## src/rtl/hp_axi_burst_splitter.sv

```systemverilog
// rtl/hp_axi_burst_splitter.sv - AXI4 to AXI3 burst splitter with DDR window remap for the HP port
//
// Splits upstream AXI4 bursts (up to 256 beats) into downstream sub-bursts of
// at most MAX_BEATS beats that never cross a 4 KB boundary. The downstream
// address carries REMAP_HI in bits [31:28]. One burst per direction is in
// flight; read and write paths are independent.
//
// Ports:
//   clk, reset_n             host clock, asynchronous active-low reset
//   s_ar_* / s_r_*           upstream read address / read data
//   s_aw_* / s_w_* / s_b_*   upstream write address / data / response
//   m_ar_* / m_r_*           downstream read address / read data
//   m_aw_* / m_w_* / m_b_*   downstream write address / data / response
module hp_axi_burst_splitter #(
  parameter int         ADDR_W    = 32,
  parameter int         DATA_W    = 64,
  parameter int         ID_W      = 6,
  parameter int         MAX_BEATS = 16,
  parameter logic [3:0] REMAP_HI  = 4'h1
) (
  input  logic              clk,
  input  logic              reset_n,
  input  logic              s_ar_valid,
  input  logic [ADDR_W-1:0] s_ar_addr,
  input  logic [ID_W-1:0]   s_ar_id,
  input  logic [7:0]        s_ar_len,
  input  logic [2:0]        s_ar_size,
  output logic              s_ar_ready,
  output logic              s_r_valid,
  output logic [DATA_W-1:0] s_r_data,
  output logic [ID_W-1:0]   s_r_id,
  output logic              s_r_last,
  output logic [1:0]        s_r_resp,
  input  logic              s_r_ready,
  input  logic              s_aw_valid,
  input  logic [ADDR_W-1:0] s_aw_addr,
  input  logic [ID_W-1:0]   s_aw_id,
  input  logic [7:0]        s_aw_len,
  input  logic [2:0]        s_aw_size,
  output logic              s_aw_ready,
  input  logic              s_w_valid,
  input  logic [DATA_W-1:0] s_w_data,
  input  logic              s_w_last,
  output logic              s_w_ready,
  output logic              s_b_valid,
  output logic [ID_W-1:0]   s_b_id,
  output logic [1:0]        s_b_resp,
  input  logic              s_b_ready,
  output logic              m_ar_valid,
  output logic [ADDR_W-1:0] m_ar_addr,
  output logic [ID_W-1:0]   m_ar_id,
  output logic [3:0]        m_ar_len,
  output logic [2:0]        m_ar_size,
  input  logic              m_ar_ready,
  input  logic              m_r_valid,
  input  logic [DATA_W-1:0] m_r_data,
  input  logic [ID_W-1:0]   m_r_id,
  input  logic              m_r_last,
  input  logic [1:0]        m_r_resp,
  output logic              m_r_ready,
  output logic              m_aw_valid,
  output logic [ADDR_W-1:0] m_aw_addr,
  output logic [ID_W-1:0]   m_aw_id,
  output logic [3:0]        m_aw_len,
  output logic [2:0]        m_aw_size,
  input  logic              m_aw_ready,
  output logic              m_w_valid,
  output logic [DATA_W-1:0] m_w_data,
  output logic              m_w_last,
  input  logic              m_w_ready,
  input  logic              m_b_valid,
  input  logic [ID_W-1:0]   m_b_id,
  input  logic [1:0]        m_b_resp,
  output logic              m_b_ready
);

  typedef enum logic [1:0] {R_IDLE, R_ADDR, R_DATA} rd_state_e;
  typedef enum logic [2:0] {W_IDLE, W_ADDR, W_DATA, W_BWAIT, W_RESP} wr_state_e;

  // Beats in the next sub-burst: limited by what is left, MAX_BEATS and the
  // distance to the next 4 KB page. off is already size-aligned, so the
  // page distance is always at least one beat.
  function automatic logic [8:0] sub_beats(input logic [11:0] off, input logic [8:0] rem,
                                           input logic [2:0] sz);
    logic [12:0] to_bnd;
    logic [8:0]  b;
    to_bnd = (13'd4096 - {1'b0, off}) >> sz;
    b = rem;
    if (b > 9'(MAX_BEATS)) b = 9'(MAX_BEATS);
    if ({4'd0, b} > to_bnd) b = to_bnd[8:0];
    return b;
  endfunction

  function automatic logic [ADDR_W-1:0] align(input logic [ADDR_W-1:0] a, input logic [2:0] sz);
    return a & ~((ADDR_W'(1) << sz) - ADDR_W'(1));
  endfunction

  function automatic logic [ADDR_W-1:0] remap(input logic [ADDR_W-1:0] a);
    logic [ADDR_W-1:0] r;
    r = a;
    r[31:28] = REMAP_HI;
    return r;
  endfunction

  // ---------------- read path ----------------
  rd_state_e         rd_state_q;
  logic [ADDR_W-1:0] rd_addr_q, rd_src_addr, rd_addr_d;
  logic [8:0]        rd_rem_q, rd_src_rem, rd_rem_d, rd_beats;
  logic [2:0]        rd_size_q, rd_src_size;
  logic [ID_W-1:0]   rd_id_q;
  logic              m_ar_valid_q;
  logic [ADDR_W-1:0] m_ar_addr_q;
  logic [3:0]        m_ar_len_q;

  // In IDLE the first sub-burst is sized straight from the AR inputs so
  // that m_ar_valid can rise one cycle after the upstream handshake.
  always_comb begin
    if (rd_state_q == R_IDLE) begin
      rd_src_addr = align(s_ar_addr, s_ar_size);
      rd_src_rem  = {1'b0, s_ar_len} + 9'd1;
      rd_src_size = s_ar_size;
    end else begin
      rd_src_addr = rd_addr_q;
      rd_src_rem  = rd_rem_q;
      rd_src_size = rd_size_q;
    end
    rd_beats  = sub_beats(rd_src_addr[11:0], rd_src_rem, rd_src_size);
    rd_addr_d = rd_src_addr + (ADDR_W'(rd_beats) << rd_src_size);
    rd_rem_d  = rd_src_rem - rd_beats;
  end

  always_ff @(posedge clk or negedge reset_n) begin
    if (!reset_n) begin
      rd_state_q   <= R_IDLE;
      rd_addr_q    <= '0;
      rd_rem_q     <= '0;
      rd_size_q    <= '0;
      rd_id_q      <= '0;
      m_ar_valid_q <= 1'b0;
      m_ar_addr_q  <= '0;
      m_ar_len_q   <= '0;
    end else begin
      case (rd_state_q)
        R_IDLE: if (s_ar_valid) begin
          rd_id_q      <= s_ar_id;
          rd_size_q    <= s_ar_size;
          rd_addr_q    <= rd_addr_d;
          rd_rem_q     <= rd_rem_d;
          m_ar_valid_q <= 1'b1;
          m_ar_addr_q  <= remap(rd_src_addr);
          m_ar_len_q   <= 4'(rd_beats - 9'd1);
          rd_state_q   <= R_ADDR;
        end
        R_ADDR: if (m_ar_ready) begin
          m_ar_valid_q <= 1'b0;
          rd_state_q   <= R_DATA;
        end
        R_DATA: if (m_r_valid && s_r_ready && m_r_last) begin
          if (rd_rem_q != 9'd0) begin
            rd_addr_q    <= rd_addr_d;
            rd_rem_q     <= rd_rem_d;
            m_ar_valid_q <= 1'b1;
            m_ar_addr_q  <= remap(rd_src_addr);
            m_ar_len_q   <= 4'(rd_beats - 9'd1);
            rd_state_q   <= R_ADDR;
          end else begin
            rd_state_q   <= R_IDLE;
          end
        end
        default: rd_state_q <= R_IDLE;
      endcase
    end
  end

  logic rd_data;
  assign rd_data    = (rd_state_q == R_DATA);
  assign s_ar_ready = (rd_state_q == R_IDLE);
  assign m_ar_valid = m_ar_valid_q;
  assign m_ar_addr  = m_ar_addr_q;
  assign m_ar_len   = m_ar_len_q;
  assign m_ar_id    = rd_id_q;
  assign m_ar_size  = rd_size_q;
  assign s_r_valid  = rd_data && m_r_valid;
  assign m_r_ready  = rd_data && s_r_ready;
  assign s_r_data   = rd_data ? m_r_data : '0;
  assign s_r_resp   = rd_data ? m_r_resp : 2'b00;
  assign s_r_id     = rd_data ? rd_id_q : '0;
  // rem is already decremented at issue, so zero means this is the final sub-burst.
  assign s_r_last   = rd_data && m_r_last && (rd_rem_q == 9'd0);

  // ---------------- write path ----------------
  wr_state_e         wr_state_q;
  logic [ADDR_W-1:0] wr_addr_q, wr_src_addr, wr_addr_d;
  logic [8:0]        wr_rem_q, wr_src_rem, wr_rem_d, wr_beats;
  logic [2:0]        wr_size_q, wr_src_size;
  logic [ID_W-1:0]   wr_id_q;
  logic              m_aw_valid_q;
  logic [ADDR_W-1:0] m_aw_addr_q;
  logic [3:0]        m_aw_len_q;
  logic [3:0]        w_cnt_q;
  logic [1:0]        resp_acc_q, resp_max;
  logic              wr_data, w_last_beat;

  always_comb begin
    if (wr_state_q == W_IDLE) begin
      wr_src_addr = align(s_aw_addr, s_aw_size);
      wr_src_rem  = {1'b0, s_aw_len} + 9'd1;
      wr_src_size = s_aw_size;
    end else begin
      wr_src_addr = wr_addr_q;
      wr_src_rem  = wr_rem_q;
      wr_src_size = wr_size_q;
    end
    wr_beats  = sub_beats(wr_src_addr[11:0], wr_src_rem, wr_src_size);
    wr_addr_d = wr_src_addr + (ADDR_W'(wr_beats) << wr_src_size);
    wr_rem_d  = wr_src_rem - wr_beats;
    // Worst response wins: DECERR > SLVERR > EXOKAY > OKAY.
    resp_max  = (m_b_resp > resp_acc_q) ? m_b_resp : resp_acc_q;
  end

  assign wr_data     = (wr_state_q == W_DATA);
  assign w_last_beat = wr_data && (w_cnt_q == m_aw_len_q);

  always_ff @(posedge clk or negedge reset_n) begin
    if (!reset_n) begin
      wr_state_q   <= W_IDLE;
      wr_addr_q    <= '0;
      wr_rem_q     <= '0;
      wr_size_q    <= '0;
      wr_id_q      <= '0;
      m_aw_valid_q <= 1'b0;
      m_aw_addr_q  <= '0;
      m_aw_len_q   <= '0;
      w_cnt_q      <= '0;
      resp_acc_q   <= 2'b00;
    end else begin
      case (wr_state_q)
        W_IDLE: if (s_aw_valid) begin
          wr_id_q      <= s_aw_id;
          wr_size_q    <= s_aw_size;
          wr_addr_q    <= wr_addr_d;
          wr_rem_q     <= wr_rem_d;
          m_aw_valid_q <= 1'b1;
          m_aw_addr_q  <= remap(wr_src_addr);
          m_aw_len_q   <= 4'(wr_beats - 9'd1);
          w_cnt_q      <= '0;
          resp_acc_q   <= 2'b00;
          wr_state_q   <= W_ADDR;
        end
        W_ADDR: if (m_aw_ready) begin
          m_aw_valid_q <= 1'b0;
          wr_state_q   <= W_DATA;
        end
        W_DATA: if (s_w_valid && m_w_ready) begin
          if (w_last_beat) begin
            w_cnt_q    <= '0;
            wr_state_q <= W_BWAIT;
          end else begin
            w_cnt_q    <= w_cnt_q + 4'd1;
          end
        end
        W_BWAIT: if (m_b_valid) begin
          resp_acc_q <= resp_max;
          if (wr_rem_q != 9'd0) begin
            wr_addr_q    <= wr_addr_d;
            wr_rem_q     <= wr_rem_d;
            m_aw_valid_q <= 1'b1;
            m_aw_addr_q  <= remap(wr_src_addr);
            m_aw_len_q   <= 4'(wr_beats - 9'd1);
            wr_state_q   <= W_ADDR;
          end else begin
            wr_state_q   <= W_RESP;
          end
        end
        W_RESP: if (s_b_ready) wr_state_q <= W_IDLE;
        default: wr_state_q <= W_IDLE;
      endcase
    end
  end

  assign s_aw_ready = (wr_state_q == W_IDLE);
  assign m_aw_valid = m_aw_valid_q;
  assign m_aw_addr  = m_aw_addr_q;
  assign m_aw_len   = m_aw_len_q;
  assign m_aw_id    = wr_id_q;
  assign m_aw_size  = wr_size_q;
  assign m_w_valid  = wr_data && s_w_valid;
  assign s_w_ready  = wr_data && m_w_ready;
  assign m_w_data   = wr_data ? s_w_data : '0;
  assign m_w_last   = w_last_beat;
  assign m_b_ready  = (wr_state_q == W_BWAIT);
  assign s_b_valid  = (wr_state_q == W_RESP);
  assign s_b_resp   = s_b_valid ? resp_acc_q : 2'b00;
  assign s_b_id     = s_b_valid ? wr_id_q : '0;

  // Downstream IDs and the upstream WLAST are not needed: the splitter
  // tracks beats and owns the single outstanding ID itself.
  logic unused_ok;
  assign unused_ok = ^{m_r_id, m_b_id, s_w_last};

endmodule
```

## config.mk

```make
export PLATFORM = sky130hd
export DESIGN_NAME = hp_axi_burst_splitter
export DESIGN_NICKNAME = d
export VERILOG_FILES = /design/src/rtl/hp_axi_burst_splitter.sv
export SDC_FILE = /design/constraint.sdc
export NUM_CORES = 1
export LEC_CHECK = 0
export ABC_AREA = 1
export CAP_MARGIN = 15
export CORE_AREA = 2 2 196 198
export DETAILED_ROUTE_END_ITERATION = 16
export DIE_AREA = 0 0 198 200
export PLACE_DENSITY = 0.81
export RECOVER_POWER = 25
export SYNTH_ARGS = -nofsm -noshare
export SYNTH_HDL_FRONTEND = slang
export SYNTH_SLANG_ARGS = --single-unit
```

## constraint.sdc

```tcl
create_clock -name clk -period 7.5 [get_ports clk]
set_input_delay 2.25 -clock clk [delete_from_list [all_inputs] [get_ports clk]]
set_output_delay 2.25 -clock clk [all_outputs]
set_load 0.05 [all_outputs]
```

# Word level (Yosys, flattened, before mapping)
# Index checks and enable logic that the tools add are counted.
[word_totals] reg_bits=185 input_bits=256 wordCells=174
[op_classes] n_addsub=13 order_cmp=5 eq_ne=19 shift=6 mux=79 n_bitwise=4 n_reduce_logical=30
[ops] operator="32-bit two-way mux" n=14
[ops] operator="32-bit one-hot mux with 2 select lines" n=4
[ops] operator="64-bit two-way mux" n=2
[ops] operator="9-bit two-way mux" n=12
[ops] operator="32-bit adder" n=2
[ops] operator="32-bit bitwise AND" n=2
[ops] operator="32-bit inverter" n=2
[ops] operator="1-bit by 3-bit left shift with 32-bit output (first input constant)" n=2
[ops] operator="9-bit by 3-bit left shift with 32-bit output" n=2
[ops] operator="32-bit by 1-bit subtractor with 32-bit output (second input constant)" n=2
[ops] operator="4-bit two-way mux" n=9
[ops] operator="9-bit one-hot mux with 2 select lines" n=2
[ops] operator="3-bit two-way mux" n=9
[ops] operator="9-bit by 13-bit > comparator with 1-bit output" n=2
[ops] operator="13-bit by 3-bit right shift with 13-bit output" n=2
[ops] operator="13-bit by 12-bit subtractor with 13-bit output (first input constant)" n=2
[ops] operator="4-bit one-hot mux with 2 select lines" n=3
[ops] operator="8-bit by 1-bit adder with 9-bit output (second input constant)" n=2
[ops] operator="9-bit by 5-bit > comparator with 1-bit output (second input constant)" n=2
[ops] operator="9-bit nonzero test" n=2
[ops] operator="9-bit subtractor" n=2
[ops] operator="2-bit two-way mux" n=8
[ops] operator="3-bit one-hot mux with 5 select lines" n=1
[ops] operator="6-bit two-way mux" n=2
[ops] operator="other kinds (26)" n=64

# Depth between registers and ports, before layout
# Gate-level depths: netlist of run 1.
[depth] word_depth=14 depth_mapped=50 mapped_depth_nobuf=50

# Least setup slack after synthesis of run 1
# Ideal clock, no wire load.
[synth_path] path_type="input port to flip-flop" from="input s_aw_size[0]" to="register wr_addr_q[14]" arrival_time_ns=7.863 required_time_ns=7.382 slack_ns=-0.481 stages=43 path_buffers=0 cell_sequence="nor3_1 -> inv_1 -> ha_1 -> nand2_1 -> o21ai_0 -> inv_1 -> ha_1 -> nand3_1 -> nor2_2 -> inv_1 -> nand2_1 -> inv_1 -> o21ai_0 -> o211ai_1 -> nand2_1 -> ha_1 -> nand2_1 -> o21ai_0 -> (+7 left out) -> nor4_1 -> ha_1 -> fa_1 -> nand3_1 -> nand3_1 -> a21oi_1 -> o21bai_1 -> nand2_1 -> nand2_1 -> a21oi_1 -> o21ai_0 -> nand2_1 -> nand2_1 -> a21oi_1 -> o21ai_0 -> or2_2 -> nand3_1 -> nand2_1"
[synth_between] elab_chain_cells=14
[synth_lines] item="start: declaration" line_no="39" rtl="input logic [2:0] s_aw_size,"
[synth_lines] item="1-bit by 3-bit left shift with 32-bit output (*)" line_no="95" rtl="return a & ~((ADDR_W'(1) << sz) - ADDR_W'(1));"
[synth_lines] item="32-bit by 1-bit subtractor with 32-bit output (*)" line_no="95"
[synth_lines] item="32-bit inverter (*)" line_no="95"
[synth_lines] item="32-bit bitwise AND (*)" line_no="95"
[synth_lines] item="32-bit two-way mux (*)" line_no="205" rtl="if (wr_state_q == W_IDLE) begin"
[synth_lines] item="via wr_src_addr[1]" line_no="193" rtl="logic [ADDR_W-1:0] wr_addr_q, wr_src_addr, wr_addr_d;"
[synth_lines] item="13-bit by 12-bit subtractor with 13-bit output" line_no="87" rtl="to_bnd = (13'd4096 - {1'b0, off}) >> sz;"
[synth_lines] item="13-bit by 3-bit right shift with 13-bit output" line_no="87"
[synth_lines] item="9-bit by 13-bit > comparator with 1-bit output" line_no="90" rtl="if ({4'd0, b} > to_bnd) b = to_bnd[8:0];"
[synth_lines] item="9-bit two-way mux" line_no="90"
[synth_lines] item="9-bit by 3-bit left shift with 32-bit output" line_no="215" rtl="wr_addr_d = wr_src_addr + (ADDR_W'(wr_beats) << wr_src_size);"
[synth_lines] item="32-bit adder (*)" line_no="215"
[synth_lines] item="32-bit two-way mux" line_no="264" rtl="if (wr_rem_q != 9'd0) begin"
[synth_lines] item="32-bit two-way mux" line_no="262" rtl="W_BWAIT: if (m_b_valid) begin"
[synth_lines] item="32-bit one-hot mux with 2 select lines (*)" line_no="237" rtl="case (wr_state_q)"
[synth_lines] item="end signal: assignment" line_no="241" rtl="wr_addr_q <= wr_addr_d;"
[synth_lines] item="end signal: assignment" line_no="265" rtl="wr_addr_q <= wr_addr_d;"
[synth_lines] item="end: declaration" line_no="193"
# The timed path passes the listed nets; every way through them passes the cells marked *. The select of a mux whose other input is x is not followed.
# A chain may end at the register's enable or synchronous reset.

# Worst setup path after layout of run 1
[layout_path] from="input s_aw_size[2]" to="register wr_addr_q[26]"
[layout_between] elab_chain_cells=14
[layout_lines] item="1-bit by 3-bit left shift with 32-bit output" line_no="95"
[layout_lines] item="32-bit by 1-bit subtractor with 32-bit output" line_no="95"
[layout_lines] item="32-bit inverter" line_no="95"
[layout_lines] item="32-bit bitwise AND" line_no="95"
[layout_lines] item="32-bit two-way mux" line_no="205"
[layout_lines] item="13-bit by 12-bit subtractor with 13-bit output" line_no="87"
[layout_lines] item="13-bit by 3-bit right shift with 13-bit output" line_no="87"
[layout_lines] item="9-bit by 13-bit > comparator with 1-bit output" line_no="90"
[layout_lines] item="9-bit two-way mux" line_no="90"
[layout_lines] item="9-bit by 3-bit left shift with 32-bit output" line_no="215"
[layout_lines] item="32-bit adder (*)" line_no="215"
[layout_lines] item="32-bit two-way mux" line_no="264"
[layout_lines] item="32-bit two-way mux" line_no="262"
[layout_lines] item="32-bit one-hot mux with 2 select lines (*)" line_no="237"
# Every way passes the cells marked *; elsewhere a longest branch is shown, timed or not. The select of a mux whose other input is x is not followed.

==> results of run 1 <==
==> metrics by stage <==
step / setup TNS, ns / util (%)
after floorplan: -0.0303 / -
after global placement: -44.76 / 58.9
after detailed placement: -56.31 / 58.9
after CTS: 0 / 62.6
after global routing: -17.13 / 66.1
final: -7.27 / 66.1
==> registers in the layout (all words and copies together) (netlist names), 4 cells and up <==
| register | flops |
|---|---|
| wr_rem_q | 9 |
| m_ar_addr | 29 |
| wr_addr_q | 28 |
| w_cnt_q | 4 |
| m_aw_addr | 29 |
| m_ar_len | 4 |
| rd_addr_q | 28 |
| m_aw_id | 6 |
| rd_rem_q | 9 |
| m_aw_len | 4 |
| m_ar_id | 6 |
==> area by class of cell <==
| type | instances | share of cell area, % |
|---|---|---|
| diodes | 19 | 0.192 |
| inverters | 344 | 5.30 |
| multi-input cells | 1680 | 41.0 |
| clock buffers | 20 | 1.81 |
| well taps | 511 | 2.59 |
| flip-flops and latches | 171 | 17.3 |
| clock inverters | 10 | 0.572 |
| repair buffers | 852 | 31.2 |
==> placed cells by master, fill, tap and decap left out, types with 8 or more instances in the layout <==
cell             Yosys  final
buf_4                6    352
o21ai_1             19     36
o21ai_0            179    140
a21oi_1             78     60
a21oi_2              1     14
nand3_1            237    173
nand4_1             21     21
nor2_2               9     22
clkbuf_16            0     17
xnor2_1             28     26
dfrtp_1            171    171
o21ai_2              5     22
nor2_4               6     21
o211ai_1             8      8
nor2_1             296    268
or2_2               15     14
ha_4                 0     22
diode_2              0     19
nand2_4              5     21
nand3_2              5     60
conb_1               1     20
ha_1                79     54
xor2_1              36     32
inv_1              334    312
nor3_1              24     20
nand3_4              0      9
buf_6                4     24
a31oi_1             14     13
clkdlybuf4s50_1      0    462
nand2_1            524    467
nand2_2             14     54
inv_2                7     25
==> worst paths after layout <==
path | start | to | slack (ns)
worst max-delay path | s_aw_size[2] | wr_addr_q[26] | -0.43
worst min-delay path | m_ar_addr[28] | m_ar_addr[28] | 0.47
worst max register to register | wr_state_q[2] | wr_addr_q[26] | 0.49
worst min register to register | m_ar_addr[28] | m_ar_addr[28] | 0.47
max in group asynchronous | reset_n | rd_addr_q[6] | 0.98
min in group asynchronous | reset_n | m_aw_addr[1] | 3.47
==> layer usage <==
layer | vias up | track usage [%] | part of all wire [%]
li1 | 8844 | - | -
met1 | 9099 | 37.4 | 36
met2 | 992 | 57.9 | 48
met3 | 268 | 6.94 | 7.1
met4 | 0 | 25.3 | 8.2
met5 | - | 0 | 0
==> what timing repair did <==
action	CTS	global route
hold buffers	0	0
gates resized for setup	182	228
setup buffers	26	47
endpoints found under the hold margin	0	0
pin swaps	110	141
endpoints found under the setup margin	52	44
==> cells in the mapped netlist, drive strengths merged (8+ instances only) <==
cell type	number	share of area, %
dfrtp	171	29
nand2	543	15
nor3	24	0.83
nor2	311	8.5
inv	342	8.8
or2	17	0.73
a31oi	14	0.60
a21oi	79	2.7
nand4	21	0.90
xnor2	28	1.7
o211ai	8	0.41
nand3	242	8.5
clkbuf	48	1.2
ha	79	6.8
o21ai	204	7.2
buf	42	1.7
xor2	36	2.2
==> worst max-delay path, delay by kind of cell <==
family	cells	cell delay, ns
buffers and inverters	7	0.62
adders and majority gates	4	0.96
and+or+nand+nor	20	2.30
AOI/OAI and AO/OA	14	2.14
==> cell families after synthesis <==
group | after synthesis | share of synthesized area [%]
AO/OA/AOI/OAI | 340 | 12.9
AND/OR/NAND/NOR | 1171 | 34.6
adder cells (fa/ha/maj) | 83 | 7.34
XOR/XNOR | 64 | 3.85
buffers and inverters | 434 | 11.8
multiplexers | 2 | 0.138
other | 1 | 0.0258
flip-flops | 171 | 29.4
==> reports/metrics.yaml, run 1 <==
run_status:
  status: "complete, but fails checks"
  violations: "capacitance limit, slew limit, setup timing"
drt:
  vias: 19200
  dr.pass1.iters: 8
  vias_per_cell: 5.32
  first_iter_violations: 1582
  wl_per_cell_um: 19.9
  postRouteAntennaNets: 0
  route.detailed.drc: 0
  routed_wl_um: 71900
grt:
  grt_pass1_vias: 18100
  grt_usage_pct: 33.8
  grt_max_degree: 84
  antenna_found_initial: 22
  grt_pass1_wl_um: 101000
  grt_overflow: 0
clocking:
  htree_levels: 4
  clockRootBuffer: "clkbuf_16"
  clk_latency_ns: 0.46
  cts_buffers: 17
  path_clk_slew_ns: 0.07
  cts_tree: "built"
  clk_path_buf_depth: 2
  clock-sinks: 171
placement:
  hpwl_um: 53900
  finalWeightedCongestion: 1.04
  io_buffers: 474
  postPlaceCellArea_um2: 22000
  place_ws_ns: -1.55
  dp_cells: 3489
timing:
  worstMarginPinSlew_ns: 4.74
  timing.final.crit_period_ns: 7.93
  slew_viol_final: 84
  finalClockSkew_ns: 0.0112
  relSlewSlack_pct: -216
  hold_ws_ns: 0.472
  setup_viol: 30
  max_freq_mhz: 126
  setup_slack_ns: -0.433
  grt_setup_unrepaired: "true"
  finalHoldViolCount: 0
  period_share_pct: 106
worst_setup_path:
  arrival_ns: 8.28
  crit_slowest_cell: "a21oi_4"
  cpPeakStageDelay_ns: 0.29
  crit_top_cell: "nand2_4"
  cp-start-kind: "input pin"
  required_ns: 7.85
  crit_type: "in2reg"
  reg2reg_depth: 38
  worst_setup_path_end_kind: "flop"
  worstPathMaxFanout: 6
final_layout:
  design_area_um2: 24700
  layout.cells.non_filler: 3607
  num-fill-cells: 2977
  drive_above_1_share_pct: 24.4
  syn_to_final_growth_pct: 69.8
  nets: 3405
  ff_latch_area_um2: 4280
  multiInputGateArea_um2: 10100
floorplanning:
  die_y_um: 200
  die_area_um2: 39600
  ios: 502
  rows: 71
  start_util_pct: 38.9
  core_region_area_um2: 37400
  die_x_um: 198
min_path:
  holdPathStages: 1
  hold_class: "reg2reg"
logic_synthesis:
  yosysUniqueCellTypes: 56
  syn_area_um2: 14600
  syn_area_per_cell_um2: 6.42
  synthCells: 2266
  ys_seq_area_share_pct: 29.4
  yosysWarningCount: 0
  synth_edf_count: 0
  synthArstFlopShare_pct: 100
  yosys_register_bits: 171
  ys.flop_type: "dfrtp_1"
flow_run:
  drv_cap: 1
Power of run 1 is not shown: default switching activity piles up to over one toggle a cycle in this logic, so the estimate is an artifact.
==> run 2: changes to the inputs <==
- CORE_AREA: 2 2 196 198 -> 2 2 194 196
- DIE_AREA: 0 0 198 200 -> 0 0 196 198
- PLACE_DENSITY: 0.81 -> 0.83
==> reports/metrics.yaml, run 2 (synthesis results as in run 1) <==
run_status:
  status: "complete, but fails checks"
  violations: "capacitance limit, slew limit, setup timing"
timing:
  worstMarginPinSlew_ns: 4.74
  finalHoldViolCount: 0
  timing.final.crit_period_ns: 7.91
  relSlewSlack_pct: -216
  period_share_pct: 105
  fin_setup_tns_ns: -5.65
  setup_viol: 25
  setup_slack_ns: -0.412
  hold_ws_ns: 0.471
  grt_setup_unrepaired: "true"
  finalClockSkew_ns: 0.0139
  max_freq_mhz: 126
  slew_viol_final: 100
grt:
  grt_pass1_wl_um: 104000
  grt_overflow: 0
  grt_usage_pct: 35.0
  antenna_found_initial: 19
  grt_pass1_vias: 18400
  grt_max_degree: 100
floorplanning:
  die_x_um: 196
  die_y_um: 198
  rows: 71
  ios: 502
  core_region_area_um2: 37000
  start_util_pct: 39.4
  die_area_um2: 38800
drt:
  route.detailed.drc: 0
  postRouteAntennaNets: 0
  vias_per_cell: 5.42
  wl_per_cell_um: 20.5
  vias: 19500
  dr.pass1.iters: 5
  first_iter_violations: 1768
  routed_wl_um: 73400
min_path:
  holdPathStages: 2
  hold_class: "reg2reg"
  worstHoldStart: "m_ar_addr[15]"
  min_to: "m_ar_addr[15]"
worst_setup_path:
  cp-start-kind: "input pin"
  crit_start: "s_aw_size[2]"
  crit_buf_inv: 9
  reg2reg_from: "wr_state_q[2]"
  crit_slowest_cell: "xor2_1"
  crit_type: "in2reg"
  worstPathMaxFanout: 7
  crit_family: "compound AO/OA/AOI/OAI gates"
  reg2reg_depth: 42
  cpPeakStageDelay_ns: 0.32
  required_ns: 7.82
  worst-r2r-setup-slack_ns: 0.78
  arrival_ns: 8.23
  timing.rr.end: "wr_addr_q[23]"
  worst_setup_path_end_kind: "flop"
placement:
  hpwl_um: 54100
  io_buffers: 474
  postPlaceCellArea_um2: 22000
  finalWeightedCongestion: 1.00
  place_ws_ns: -1.33
final_layout:
  drive_above_1_share_pct: 26.3
  layout_commonest_cell: "clkdlybuf4s50_1"
  syn_to_final_growth_pct: 72.5
  design_area_um2: 25100
  mostFrequentLayoutCells: "458 x clkdlybuf4s50_1, 444 x nand2_1, 369 x buf_4"
  nets: 3424
clocking:
  clockRootBuffer: "clkbuf_16"
  clock-sinks: 171
  clk_latency_ns: 0.47
  path_clk_slew_ns: 0.07
  clk_path_buf_depth: 2
  htree_levels: 4
  cts_tree: "built"
  cts_buffers: 17
  holdBufCountCts: 0
flow_run:
  drv_cap: 1
[run 2: routing by layer]
layer / GRT usage [%] / wire (µm) / up-vias
li1: - / - / 8874
met1: 38.4 / 26300 / 9181
met2: 59.4 / 35400 / 1076
met3: 7.48 / 5470 / 322
met4: 26.9 / 6200 / 0
met5: 0 / 0 / -
[run 2: tightest hold or removal path: cells and delay by family (launching register included)]
kind	cells	cell delay, ns
simple gates	2	0.10
flops	1	0.34
[run 2: layout make-up]
cell class / instances / area, µm²
Fill cell: 2917 / 11900
Multi-Input combinational cell: 1680 / 10500
Timing Repair Buffer: 871 / 7850
Sequential cell: 171 / 4280
Inverter: 344 / 1310
Tap cell: 474 / 593
Clock buffer: 24 / 472
Clock inverter: 8 / 108
Antenna cell: 16 / 40.0
[run 2: through the flow]
stage                     cells  util, %
after global routing       3587     67.9
after floorplan            2285        -
after global placement     3455     59.5
after CTS                  3523     63.7
final                      3588     67.9
after detailed placement   3455     59.5
[run 2: worst max path at each step]
stage               cells after the start  slack (ns)             to
floorplan                              43       -0.03  wr_addr_q[14]
global placement                       45       -1.22  rd_addr_q[26]
detailed placement                     45       -1.33  rd_addr_q[26]
CTS                                    48       -0.05  wr_addr_q[14]
global route                           45       -0.62  wr_addr_q[19]
finish                                 44       -0.41  wr_addr_q[23]
[run 2: what timing repair did]
item | 4_1_cts | 5_1_grt
resized for setup | 198 | 283
pin swaps | 112 | 197
cloned | 0 | 0
setup buffers | 36 | 56
endpoints found under the setup margin | 43 | 45
Power of run 2 is left out for the same reason.
